$ cat src/rtl/cpu_defs.sv
// Shared front-end definitions: reset/memory-map constants, fetch FSM encoding
// and fetch error cause codes.
package cpu_defs;

    localparam logic [31:0] DEF_RESET_PC    = 32'h0000_3000;
    localparam logic [31:0] DEF_IM_BASE     = 32'h0000_3000;
    localparam int          DEF_IM_WORDS    = 1024;
    localparam int          DEF_ACK_TIMEOUT = 16;

    typedef enum logic [2:0] {
        S_IDLE  = 3'd0,
        S_CHECK = 3'd1,
        S_WAIT  = 3'd2,
        S_VALID = 3'd3,
        S_ERROR = 3'd4
    } fetch_state_t;

    localparam logic [1:0] ERR_NONE    = 2'b00;
    localparam logic [1:0] ERR_ALIGN   = 2'b01;
    localparam logic [1:0] ERR_RANGE   = 2'b10;
    localparam logic [1:0] ERR_TIMEOUT = 2'b11;

endpackage

$ cat src/rtl/pc_range_check.sv
// Combinational word-alignment and window test for a byte address.
// Returns ERR_NONE, ERR_ALIGN or ERR_RANGE; alignment wins when both apply.
module pc_range_check
    import cpu_defs::*;
#(
    parameter logic [31:0] BASE  = DEF_IM_BASE,
    parameter int          WORDS = DEF_IM_WORDS
) (
    input  logic [31:0] pc,
    output logic [1:0]  cause
);

    // 33-bit limit so a window reaching the top of the address space still fits
    localparam logic [32:0] LIMIT = 33'(WORDS) << 2;

    logic [31:0] offset;

    always_comb begin
        offset = pc - BASE;
        cause  = ERR_NONE;
        if (pc[1:0] != 2'b00) begin
            cause = ERR_ALIGN;
        end else if ((pc < BASE) || ({1'b0, offset} >= LIMIT)) begin
            cause = ERR_RANGE;
        end
    end

endmodule

$ cat src/rtl/instr_fetch_unit.sv
// Instruction fetch front end: owns the PC, fetches over a req/ack handshake,
// holds the word until the core retires it, and latches a sticky fetch error.
module instr_fetch_unit
    import cpu_defs::*;
#(
    parameter logic [31:0] RESET_PC    = DEF_RESET_PC,
    parameter logic [31:0] IM_BASE     = DEF_IM_BASE,
    parameter int          IM_WORDS    = DEF_IM_WORDS,
    parameter int          ACK_TIMEOUT = DEF_ACK_TIMEOUT,
    localparam int         AW          = $clog2(IM_WORDS)
) (
    input  logic          Clk,
    input  logic          Reset,
    input  logic [31:0]   NPC,
    input  logic          Instr_Ready,
    input  logic          Flush,
    output logic          IM_Req,
    output logic [AW-1:0] IM_Addr,
    input  logic          IM_Ack,
    input  logic [31:0]   IM_Data,
    output logic [31:0]   Address,
    output logic [31:0]   Instr,
    output logic          Instr_Valid,
    output logic          Fetch_Err,
    output logic [1:0]    Err_Cause
);

    localparam int CW = $clog2(ACK_TIMEOUT + 1);

    fetch_state_t  state, state_nx;
    logic [31:0]   pc, pc_nx;
    logic [31:0]   instr, instr_nx;
    logic          valid, valid_nx;
    logic [CW-1:0] cnt, cnt_nx;
    logic          err, err_nx;
    logic [1:0]    cause, cause_nx;
    logic [1:0]    chk_cause;

    pc_range_check #(
        .BASE  (IM_BASE),
        .WORDS (IM_WORDS)
    ) u_pc_check (
        .pc    (pc),
        .cause (chk_cause)
    );

    always_ff @(posedge Clk or negedge Reset) begin
        if (!Reset) begin
            state <= S_IDLE;
            pc    <= RESET_PC;
            instr <= '0;
            valid <= 1'b0;
            cnt   <= '0;
            err   <= 1'b0;
            cause <= ERR_NONE;
        end else begin
            state <= state_nx;
            pc    <= pc_nx;
            instr <= instr_nx;
            valid <= valid_nx;
            cnt   <= cnt_nx;
            err   <= err_nx;
            cause <= cause_nx;
        end
    end

    always_comb begin
        state_nx = state;
        pc_nx    = pc;
        instr_nx = instr;
        valid_nx = valid;
        cnt_nx   = cnt;
        err_nx   = err;
        cause_nx = cause;
        case (state)
            S_IDLE: state_nx = S_CHECK;
            S_CHECK: begin
                cnt_nx = '0;
                if (chk_cause != ERR_NONE) begin
                    state_nx = S_ERROR;
                    err_nx   = 1'b1;
                    cause_nx = chk_cause;
                end else begin
                    state_nx = S_WAIT;
                end
            end
            S_WAIT: begin
                // Flush beats a same-cycle ack: the returning word is dropped
                if (Flush) begin
                    pc_nx    = NPC;
                    valid_nx = 1'b0;
                    cnt_nx   = '0;
                    state_nx = S_CHECK;
                end else if (IM_Ack) begin
                    instr_nx = IM_Data;
                    valid_nx = 1'b1;
                    cnt_nx   = '0;
                    state_nx = S_VALID;
                end else if (cnt == CW'(ACK_TIMEOUT - 1)) begin
                    err_nx   = 1'b1;
                    cause_nx = ERR_TIMEOUT;
                    cnt_nx   = '0;
                    state_nx = S_ERROR;
                end else begin
                    cnt_nx = cnt + CW'(1);
                end
            end
            S_VALID: begin
                if (Flush || Instr_Ready) begin
                    pc_nx    = NPC;
                    valid_nx = 1'b0;
                    state_nx = S_CHECK;
                end
            end
            S_ERROR: valid_nx = 1'b0;
            default: state_nx = S_IDLE;
        endcase
    end

    assign IM_Req      = (state == S_WAIT);
    assign IM_Addr     = AW'((pc - IM_BASE) >> 2);
    assign Address     = pc;
    assign Instr       = instr;
    assign Instr_Valid = valid;
    assign Fetch_Err   = err;
    assign Err_Cause   = cause;

endmodule

$ cat config.mk
export PLATFORM = sky130hd
export DESIGN_NAME = instr_fetch_unit
export DESIGN_NICKNAME = d
export VERILOG_FILES = /design/src/rtl/cpu_defs.sv /design/src/rtl/pc_range_check.sv /design/src/rtl/instr_fetch_unit.sv
export SDC_FILE = /design/constraint.sdc
export NUM_CORES = 1
export LEC_CHECK = 0
export ABC_CLOCK_PERIOD_IN_PS = 1660
export BUFFER_PORTS_ARGS = -buffer_cell sky130_fd_sc_hd__buf_2
export CORE_MARGIN = 5
export CORE_UTILIZATION = 42
export DETAILED_ROUTE_END_ITERATION = 8
export PLACE_DENSITY = 0.76
export SLEW_MARGIN = 20
export SYNTH_ARGS = -nofsm -noshare
export SYNTH_HDL_FRONTEND = slang
export SYNTH_SLANG_ARGS = --single-unit
$ cat constraint.sdc
create_clock -name Clk -period 1.66 [get_ports Clk]
set_clock_uncertainty 0.15 [all_clocks]
set_input_delay 0.332 -clock Clk [delete_from_list [all_inputs] [get_ports Clk]]
set_output_delay 0.332 -clock Clk [all_outputs]
set_load 0.05 [all_outputs]
==> results of run 1 <==
-- power groups by stage --
| stage | sequential, mW | clock (mW) | combinational (mW) |
|---|---|---|---|
| after CTS | 2.05 | 1.25 | 1.01 |
| after global placement | 2.08 | 0 | 0.899 |
| after floorplan | 2.26 | 0 | 0.386 |
| final | 2.06 | 1.23 | 1.17 |
| after global routing | 2.07 | 1.34 | 1.25 |
| after detailed placement | 2.08 | 0 | 0.912 |
-- registers in the layout (all words and copies together), names as in the netlist --
signal,cells
state,3
Fetch_Err,1
Address,32
cnt,5
Instr,32
Instr_Valid,1
Err_Cause,2
-- cells by family after synthesis --
logic type | share of synthesized area, %
buffers and inverters | 3.583
AO/OA/AOI/OAI | 5.604
AND/OR/NAND/NOR | 9.913
XOR/XNOR | 0.5338
adder cells (fa/ha/maj) | 0.3812
multiplexers | 21.96
flip-flops | 58.03
-- cell usage in the layout (no fill, tap or decap), drive strengths merged --
cell type / Yosys / final
nand3: 4 / 4
a21oi: 6 / 6
nor2b: 1 / 1
nand2: 8 / 8
a31oi: 3 / 3
and2: 2 / 2
o21ai: 7 / 7
o211ai: 3 / 3
o32a: 1 / 1
clkbuf: 1 / 22
a221oi: 1 / 1
nor4: 2 / 2
and4: 1 / 1
clkinv: 0 / 3
a22o: 1 / 1
or3: 1 / 1
inv: 1 / 1
o2111ai: 1 / 1
nor4b: 1 / 1
nand2b: 5 / 5
dlygate4sd3: 0 / 1
a22oi: 1 / 1
nand3b: 2 / 2
dfrtp: 74 / 74
nor3b: 2 / 2
clkinvlp: 0 / 3
a21o: 1 / 1
nor4bb: 1 / 1
nor2: 11 / 11
and3: 2 / 2
mux2: 64 / 64
nor3: 7 / 7
a31o: 1 / 1
nand4: 4 / 4
buf: 17 / 193
o21bai: 1 / 1
xnor2: 2 / 2
or2: 1 / 1
dfstp: 2 / 2
ha: 1 / 1
-- final timing paths --
| check | endpoint | slack [ns] | depth (start not counted) |
|---|---|---|---|
| setup / recovery | Err_Cause[1] | -0.24 | 5 |
| hold / removal | Instr[17] | 0.06 | 2 |
| setup reg to reg | Err_Cause[1] | -0.24 | 5 |
| hold reg to reg | Fetch_Err | 0.34 | 2 |
| max in group asynchronous | state[2] | 0.54 | 3 |
| min in group asynchronous | Address[24] | 0.33 | 2 |
-- stage by stage --
| step | worst slack, ns | hold WS (ns) | setup TNS, ns | area [sq um] |
|---|---|---|---|---|
| floorplan | -0.2980 | -0.1136 | -0.9349 | 3311 |
| global placement | -0.1309 | 0.1409 | -0.5521 | 4368 |
| detailed placement | -0.2235 | 0.1406 | -1.934 | 4368 |
| CTS | -0.2048 | 0.03546 | -4.609 | 4741 |
| global route | -0.3258 | 0.03772 | -9.353 | 5157 |
| finish | -0.2411 | 0.06008 | -5.669 | 5157 |
-- final cells by class --
cell class	instances	area share, %
clock buffer	10	2.475
tap	102	2.475
clock inverter	6	0.8006
sequential	76	37.05
inverter	1	0.07278
timing repair buffer	206	28.26
multi-input combinational	149	28.87
-- per-layer routing --
layer / GRT usage (%) / up-vias / share of wire (%)
met5: 0 / - / 0
met4: 5.462 / 0 / 1.8
met3: 6.429 / 18 / 8.9
met2: 28.55 / 126 / 49
met1: 20.97 / 1365 / 40
li1: - / 1270 / -
-- what timing repair did --
action / CTS / global route
buffers inserted: 6 / 13
hold buffers: 1 / 0
pin swaps: 8 / 9
resized for setup: 25 / 63
cloned: 2 / 5
hold endpoints to repair: 25 / 0
endpoints found under the setup margin: 19 / 85
==> impl_metrics.csv, run 1 <==
group,metric,value,unit
logic_synthesis,avgSynthCellArea,13.45,sq um
finish,area_growth,57.15,%
logic_synthesis,synth_top_cell_area_share,56.42,%
worst_setup_path,crit_type,"reg -> reg",
logic_synthesis,syn-cell-area,0.003282,sq mm
worst_setup_path,slowest_delay,0.44,ns
pwr,total_power,4.456,mW
drt,ant_nets,0,
drt,vias,2779,
clocking,cts_sinks,76,
drt,via_per_inst,5.053,
logic_synthesis,ys_async_sr_fraction,100.0,%
clocking,numCtsBuffers,9,
finish,num_antenna_cells,0,
finish,area.sequential,0.001911,sq mm
logic_synthesis,yosys.cell_types.count,43,
logic_synthesis,syn_inst,244,
finish,multiInputGateArea,0.001489,sq mm
drt,drtPass1Iterations,4,
pwr,p_per_area,863.9,mW/mm^2
finish,utilization,67.09,%
logic_synthesis,yosysTopAreaCell,"dfrtp_1",
status,violations,"negative setup slack",
placement,place_congestion,0.7998,
pwr,leakagePower,2.747,nW
pwr,internal-power,3.023,mW
floorplanning,die_x,98.40,microns
clocking,cts_max_path_buffers,2,
placement,port_buffers,147,
pwr,p_seq_share,46.3,%
worst_setup_path,crit_path_end_kind,"flip-flop",
pwr,p_sw,1.433,mW
clocking,clock-root-buffer,"clkbuf_8",
logic_synthesis,synth.top_cells.by_count,"dfrtp_1 (74), mux2_2 (60), buf_4 (10), nor2_1 (10), nand2_1 (8)",
placement,dp_cells,510,
worst_hold_path,hp-class,"in -> reg",
floorplanning,die_y,98.40,microns
logic_synthesis,synth_seq_area_share,58.03,%
worst_setup_path,cpMaxStageDelayCell,"dfrtp_2",
worst_setup_path,crit_family,"compound AO/OA/AOI/OAI gates",
global_route,grtUsageTotal,17.26,%
sta,finalHoldViolCount,0,
sta,finalSetupViolations,68,
floorplanning,rows,32,
drt,wire_per_inst,17.17,microns
pwr,p_sw_share,32.16,%
sta,clock.fmax,526.0,MHz
clocking,clk_latency,0.34,ns
pwr,comb_power_share,26.2,%
sta,period_minus_slack,1.901,ns
pwr,ir_worst_vdd,455.4,uV
floorplanning,pin_count,148,
worst_hold_path,hold_start,"IM_Data[17]",
logic_synthesis,synth_ff_type,"dfrtp_1",
sta,final_max_slew_viol_count,0,
worst_setup_path,cp_max_fo,5,
floorplanning,fp.dieArea,0.009682,sq mm
floorplanning,start_util,42.69,%
clocking,h-tree-depth,3,
logic_synthesis,yosysMostFrequentCell,"dfrtp_1",
worst_setup_path,r2r_start,"Address[18]",
logic_synthesis,synthTopCellsByArea,"dfrtp_1 (56%), mux2_2 (21%), buf_4 (2.3%)",
logic_synthesis,ys_warn_count,0,
drt,drcViolationCount,0,
floorplanning,core_area,0.007687,sq mm
global_route,grt_pass1_vias,2832,
clocking,clk_pin_slew,0.08,ns
logic_synthesis,ys_ff_latch,76,
worst_setup_path,cp_cell_sequence,"nor4_4 -> nand4_1 -> a21oi_2 -> a31oi_2 -> o32a_1",
logic_synthesis,synth-edff-count,0,
worst_setup_path,cp_data_arrival_time,1.98,ns
finish,nets,513,
drt,routed_wirelength,9441,microns
placement,dpl.hpwl,6001,microns
sta,rsz0062_at_grt,"true",
worst_setup_path,critPathRequiredTime,1.74,ns
finish,fin_cells,550,
sta,worst_pin_slew,0.4078,ns
global_route,grt_pass1_wl,13430,microns
flow_run,cap_violations,0,
sta,finalCritPeriodShare,114.5,%
worst_setup_path,crit_buf_inv,0,
global_route,grt_max_degree,30,
worst_setup_path,critical_path.startpoint,"Address[18]",
global_route,grt.overflow.total,0,
global_route,antenna_found_initial,0,
finish,drive_gt1_share,69.42,%
logic_synthesis,synth_fp_nets,314,
sta,slew_headroom,72.81,%
clocking,cts_tree,"built",
pwr,pwr-share-clk,27.5,%
status,status,"complete, but fails checks",
finish,fillerInstances,587,
drt,drt_iter0_markers,69,
worst_setup_path,cp-start-kind,"flip-flop",
sta,worst_slack,-0.2411,ns
Power figures use the tool's default switching activity.
==> run 2, diff against run 1 <==
--- a/config.mk
+++ b/config.mk
@@ -5,10 +5,11 @@
 export SDC_FILE = /design/constraint.sdc
 export NUM_CORES = 1
 export LEC_CHECK = 0
+export ABC_AREA = 1
 export ABC_CLOCK_PERIOD_IN_PS = 1660
 export BUFFER_PORTS_ARGS = -buffer_cell sky130_fd_sc_hd__buf_2
 export CORE_MARGIN = 5
-export CORE_UTILIZATION = 42
+export CORE_UTILIZATION = 43
 export DETAILED_ROUTE_END_ITERATION = 8
 export PLACE_DENSITY = 0.76
 export SLEW_MARGIN = 20
==> run 2 against run 1 <==
The run still ends with negative setup slack left; synthesized cell count up 32%; sequential share of layout area rose by 0.62 points; flip-flop and latch count did not move; worst setup slack improved by 0.032 ns; non-clock buffer count shrank 15; first-iteration DRC count fell by 4.3%.
==> impl_metrics.csv, run 2 <==
group,metric,value,unit
worst_setup_path,cp-start-kind,"flip-flop",
global_route,grt_pass1_wl,15440,microns
drt,vias,3011,
placement,dp_cells,585,
finish,fin_cells,614,
placement,place_congestion,0.9080,
worst_setup_path,cpMaxStageDelayCell,"dfrtp_2",
worst_hold_path,hold_start,"NPC[21]",
worst_setup_path,crit_type,"reg -> reg",
logic_synthesis,syn-cell-area,0.003453,sq mm
floorplanning,die_y,99.62,microns
sta,finalCritPeriodShare,112.6,%
sta,clock.fmax,535.0,MHz
finish,final_common_cell,"buf_2",
floorplanning,core_area,0.007767,sq mm
global_route,antenna_found_initial,0,
flow_run,cap_violations,0,
drt,drcViolationCount,0,
sta,fin_tns_setup,-1.326,ns
clocking,clock-root-buffer,"clkbuf_8",
global_route,grtUsageMet1,22.20,%
logic_synthesis,ys_warn_count,0,
finish,area_growth,47.75,%
finish,nets,577,
logic_synthesis,synth.top_cells.by_count,"dfrtp_1 (74), mux2_2 (57), nand2_1 (48)",
pwr,p_per_area,946.9,mW/mm^2
sta,finalHoldViolCount,0,
global_route,grtUsageTotal,19.33,%
logic_synthesis,synth_ff_type,"dfrtp_1",
logic_synthesis,yosysMostFrequentCell,"dfrtp_1",
drt,wire_per_inst,15.78,microns
finish,final_cell_mix,"buf_2 (137), dfrtp_1 (60), mux2_2 (57)",
floorplanning,die_x,99.62,microns
finish,num_antenna_cells,0,
clocking,h-tree-depth,3,
drt,routed_wirelength,9686,microns
status,violations,"negative setup slack",
pwr,ir_worst_vdd,526.2,uV
logic_synthesis,ys_ff_latch,76,
logic_synthesis,synth_top_cell_area_share,53.62,%
logic_synthesis,synth-edff-count,0,
placement,port_buffers,147,
logic_synthesis,syn_inst,322,
drt,drtPass1Iterations,4,
clocking,cts_sinks,76,
clocking,numCtsBuffers,9,
worst_setup_path,crit_buf_inv,0,
drt,drt_iter0_markers,66,
global_route,gr-usage-met2,34.45,%
global_route,grt.overflow.total,0,
sta,worst_pin_slew,0.3964,ns
worst_hold_path,hp-class,"in -> reg",
finish,drive_gt1_share,63.67,%
drt,ant_nets,0,
clocking,clk_pin_slew,0.09,ns
logic_synthesis,yosysTopAreaCell,"dfrtp_1",
finish,fillerInstances,609,
sta,finalSetupViolations,30,
status,status,"complete, but fails checks",
drt,via_per_inst,4.904,
placement,dpl.hpwl,6978,microns
clocking,cts_max_path_buffers,2,
sta,period_minus_slack,1.869,ns
sta,rsz0062_at_grt,"true",
finish,utilization,65.69,%
worst_setup_path,cp_cell_sequence,"nor2_2 -> nand2_2 -> o21ai_1 -> nand4_1 -> nor2_2 -> nand4_2 -> nand2_2 -> nand2_1 -> nand2_1",
sta,slew_headroom,73.33,%
worst_setup_path,crit_family,"simple AND/OR/NAND/NOR gates",
logic_synthesis,synthTopCellsByArea,"dfrtp_1 (54%), mux2_2 (19%), nand2_1 (5.2%)",
global_route,grt_pass1_vias,3277,
pwr,leakagePower,2.752,nW
global_route,grt_max_degree,41,
logic_synthesis,yosys.cell_types.count,31,
floorplanning,pin_count,148,
worst_setup_path,slowest_delay,0.46,ns
worst_setup_path,critPathRequiredTime,1.79,ns
sta,worst_slack,-0.2090,ns
worst_setup_path,r2r_start,"Address[18]",
sta,final_max_slew_viol_count,0,
logic_synthesis,avgSynthCellArea,10.72,sq um
worst_setup_path,crit_path_end_kind,"flip-flop",
floorplanning,rows,32,
global_route,grtUsageMet3,4.348,%
logic_synthesis,ys_async_sr_fraction,100.0,%
floorplanning,start_util,44.46,%
worst_setup_path,critical_path.startpoint,"Address[18]",
floorplanning,fp.dieArea,0.009923,sq mm
logic_synthesis,synth_seq_area_share,55.14,%
logic_synthesis,synth_fp_nets,392,
global_route,busiest_layer,"met2",
clocking,clk_latency,0.34,ns
worst_setup_path,cp_max_fo,5,
clocking,cts_tree,"built",
worst_setup_path,cp_data_arrival_time,2.00,ns
-- run 2: changes by cell type in the layout (fill, tap and decap cells not counted), sizes merged, moves of 3 or more --
| cell | delta |
|---|---|
| mux2 | -7 |
| nand3 | +11 |
| buf | -5 |
| a21oi | +3 |
| clkinvlp | -3 |
| nand2 | +44 |
| nor2 | +41 |
| nand2b | -5 |
| clkbuf | -9 |
| nor3 | -6 |
| inv | +24 |
| o211ai | -3 |
-- run 2: metrics by stage --
stage | cell area, sq um | power, mW | setup slack, ns | hold slack (ns)
floorplan | 3532 | 2.692 | -0.2133 | -0.1136
global placement | 4563 | 3.060 | -0.1399 | 0.01503
detailed placement | 4563 | 3.087 | -0.2241 | 0.01913
CTS | 4966 | 4.833 | -0.1620 | 0.04878
global route | 5102 | 5.078 | -0.3434 | 0.04301
finish | 5102 | 4.832 | -0.2090 | 0.06353
-- run 2: area by class of cell --
cell class / count / area [sq um] / share of cell area, %
clock buffer: 11 / 151.4 / 2.967
clock inverter: 5 / 82.58 / 1.618
inverter: 24 / 92.59 / 1.815
multi-input combinational: 205 / 1480 / 29.01
sequential: 76 / 1922 / 37.67
tap: 102 / 127.6 / 2.501
timing repair buffer: 191 / 1246 / 24.42
-- run 2: timing repair --
| item | 4_1_cts | 5_1_grt |
|---|---|---|
| buffers inserted | 7 | 2 |
| endpoints found under the hold margin | 74 | 0 |
| endpoints found under the setup margin | 32 | 47 |
| hold buffers | 1 | 0 |
| pin swaps | 11 | 6 |
| gates resized for setup | 35 | 24 |
| gates cloned | 0 | 3 |
-- run 2: kinds of logic (layout without fill, tap and decap cells) --
group	count (synthesis)	in the layout	share of synthesized area, %
AND/OR/NAND/NOR	126	126	16.45
buffers and inverters	41	231	5.797
XOR/XNOR	2	2	0.5073
multiplexers	57	57	18.59
adder cells (fa/ha/maj)	1	1	0.3623
AO/OA/AOI/OAI	19	19	3.152
flip-flops	76	76	55.15
-- run 2: report_power, final --
part           internal, mW  switching [mW]
clock network         0.936           0.720
logic                 0.424           0.707
registers              1.95          0.0905
-- run 2: path summary, 6_finish.rpt --
path / end / cells after the start / slack (ns)
setup / recovery: Err_Cause[0] / 9 / -0.21
hold / removal: Address[21] / 2 / 0.06
setup reg to reg: Err_Cause[0] / 9 / -0.21
hold reg to reg: Fetch_Err / 2 / 0.31
max in group asynchronous: Address[12] / 3 / 0.68
min in group asynchronous: Address[5] / 2 / 0.21
-- run 2: routing by layer --
metal  part of all wire, %  routed length [microns]  vias to the layer above
li1                      -                        -                     1426
met1                    39                     3803                     1467
met2                    53                     5122                       94
met3                   5.4                      527                       24
met4                   2.4                      232                        0
met5                     0                        0                        -
==> run 3, diff against run 2 <==
--- a/config.mk
+++ b/config.mk
@@ -8,10 +8,12 @@
 export ABC_AREA = 1
 export ABC_CLOCK_PERIOD_IN_PS = 1660
 export BUFFER_PORTS_ARGS = -buffer_cell sky130_fd_sc_hd__buf_2
+export CELL_PAD_IN_SITES_DETAIL_PLACEMENT = 1
+export CELL_PAD_IN_SITES_GLOBAL_PLACEMENT = 1
 export CORE_MARGIN = 5
-export CORE_UTILIZATION = 43
+export CORE_UTILIZATION = 32
 export DETAILED_ROUTE_END_ITERATION = 8
-export PLACE_DENSITY = 0.76
+export PLACE_DENSITY_LB_ADDON = 0.1
 export SLEW_MARGIN = 20
 export SYNTH_ARGS = -nofsm -noshare
 export SYNTH_HDL_FRONTEND = slang
==> run 3 against run 2 <==
The flow still finishes with violations (negative setup slack); first-iteration DRC count shrank 7.6%; largest power group unchanged; sequential share of layout area shrank 1.4 points; critical path depth grew 1; critical path type unchanged; via count is essentially flat.
==> impl_metrics.csv, run 3 (synthesis results as in run 2) <==
group,metric,value,unit
global_route,busiest_layer,"met2",
pwr,leakagePower,2.816,nW
clocking,cts_sinks,76,
drt,via_per_inst,4.516,
worst_setup_path,cp_cell_sequence,"nor2_2 -> nand2_2 -> o21ai_2 -> nand2_1 -> nor2_4 -> nand3_2 -> nor2_4 -> nand4_4 -> nand3_1 -> nand2_1",
global_route,grt_max_degree,40,
placement,postPlaceCellArea,0.004708,sq mm
clocking,clk_latency,0.35,ns
floorplanning,die_y,113.9,microns
status,violations,"negative setup slack",
finish,final_cell_mix,"buf_2 (141), dfrtp_1 (60), mux2_2 (57)",
sta,holdWs,0.05785,ns
drt,ant_nets,0,
sta,rsz0062_at_grt,"true",
drt,drcViolationCount,0,
floorplanning,pin_count,148,
finish,area_growth,53.26,%
global_route,grtUsageMet1,19.41,%
worst_hold_path,hp-class,"in -> reg",
global_route,grt.overflow.total,0,
floorplanning,rows,38,
worst_setup_path,crit_path_end_kind,"flip-flop",
global_route,grtUsageTotal,16.28,%
worst_setup_path,crit_type,"reg -> reg",
finish,nets,592,
drt,drt_iter0_markers,61,
clocking,cts_max_path_buffers,2,
pwr,p_sw_share,30.37,%
sta,finalHoldViolCount,0,
sta,clock.fmax,519.9,MHz
global_route,grtUsageMet3,5.358,%
clocking,numCtsBuffers,9,
drt,wire_per_inst,15.40,microns
sta,fin_tns_setup,-1.881,ns
worst_setup_path,slowest_delay,0.45,ns
finish,num_antenna_cells,0,
placement,port_buffers,147,
global_route,grt_pass1_vias,3359,
status,status,"complete, but fails checks",
finish,stdcell_area,0.005293,sq mm
drt,vias,3012,
pwr,comb_power_share,24.6,%
placement,dp_cells,636,
pwr,total_power,5.093,mW
finish,utilization,49.47,%
pwr,p_seq_share,40.0,%
clocking,cts_tree,"built",
worst_setup_path,critPathRequiredTime,1.75,ns
drt,routed_wirelength,10280,microns
sta,finalCritPeriodShare,115.9,%
sta,worst_pin_slew,0.4074,ns
clocking,clk_pin_slew,0.09,ns
floorplanning,start_util,32.28,%
pwr,ir_worst_vdd,552.0,uV
pwr,p_sw,1.547,mW
global_route,grt_pass1_wl,16730,microns
global_route,gr-usage-met2,27.64,%
pwr,pwr-share-clk,35.4,%
placement,place_congestion,0.8743,
finish,fin_cells,667,
floorplanning,core_area,0.01070,sq mm
placement,dpl.hpwl,7866,microns
sta,slew_headroom,72.74,%
placement,dp_slack,-0.3199,ns
finish,drive_gt1_share,65.09,%
floorplanning,fp.dieArea,0.01297,sq mm
clocking,clock-root-buffer,"clkbuf_8",
drt,drtPass1Iterations,4,
worst_setup_path,cpMaxStageDelayCell,"dfrtp_2",
clocking,h-tree-depth,3,
worst_setup_path,cp_data_arrival_time,2.01,ns
sta,period_minus_slack,1.924,ns
worst_setup_path,cp-start-kind,"flip-flop",
flow_run,cap_violations,0,
floorplanning,die_x,113.9,microns
sta,final_max_slew_viol_count,0,
sta,worst_slack,-0.2636,ns
finish,final_common_cell,"buf_2",
sta,finalSetupViolations,37,
global_route,antenna_found_initial,0,
pwr,p_per_area,962.3,mW/mm^2
pwr,internal-power,3.546,mW
worst_setup_path,cp_max_fo,5,
==> run 3: cell type report <==
type | instances | area, sq um
Clock buffer | 11 | 151.4
Sequential cell | 76 | 1922
Tap cell | 140 | 175.2
Fill cell | 1264 | 5405
Multi-Input combinational cell | 205 | 1524
Clock inverter | 5 | 106.4
Timing Repair Buffer | 206 | 1321
Inverter | 24 | 92.59
==> run 3: worst max-delay path, delay by kind of cell (launching register included) <==
family,cells,cell delay (ns)
compound gates,1,0.12
flops,1,0.45
simple gates,9,1.10
==> run 3: repair_timing <==
item	in CTS	in global routing
hold buffers	1	0
endpoints found under the setup margin	19	41
hold endpoints to repair	20	0
gates resized for setup	26	36
buffers inserted	5	10
pin swaps	9	15
==> run 3: worst paths after layout <==
| check | startpoint | cells past startpoint | slack (ns) | to |
|---|---|---|---|---|
| worst max-delay path | Address[18] | 10 | -0.26 | Err_Cause[1] |
| worst min-delay path | NPC[21] | 2 | 0.06 | Address[21] |
| worst max register to register | Address[18] | 10 | -0.26 | Err_Cause[1] |
| worst min register to register | Fetch_Err | 2 | 0.31 | Fetch_Err |
| max in group asynchronous | Reset | 3 | 0.58 | Address[23] |
| min in group asynchronous | Reset | 2 | 0.31 | Address[25] |
==> run 3: power by group through the flow <==
stage                     registers (mW)  logic, mW  clock network [mW]
final                               2.04       1.25                1.80
after global routing                2.05       1.36                1.95
after CTS                           2.04       1.15                1.87
after detailed placement            2.07       1.10                   0
after global placement              2.07       1.09                   0
after floorplan                     2.33      0.361                   0
==> run 3: routing by layer <==
layer  vias to the layer above  routed length (microns)
li1                       1444                        -
met1                      1469                     4030
met2                        89                     5323
met3                        10                      767
met4                         0                      153
met5                         -                        0
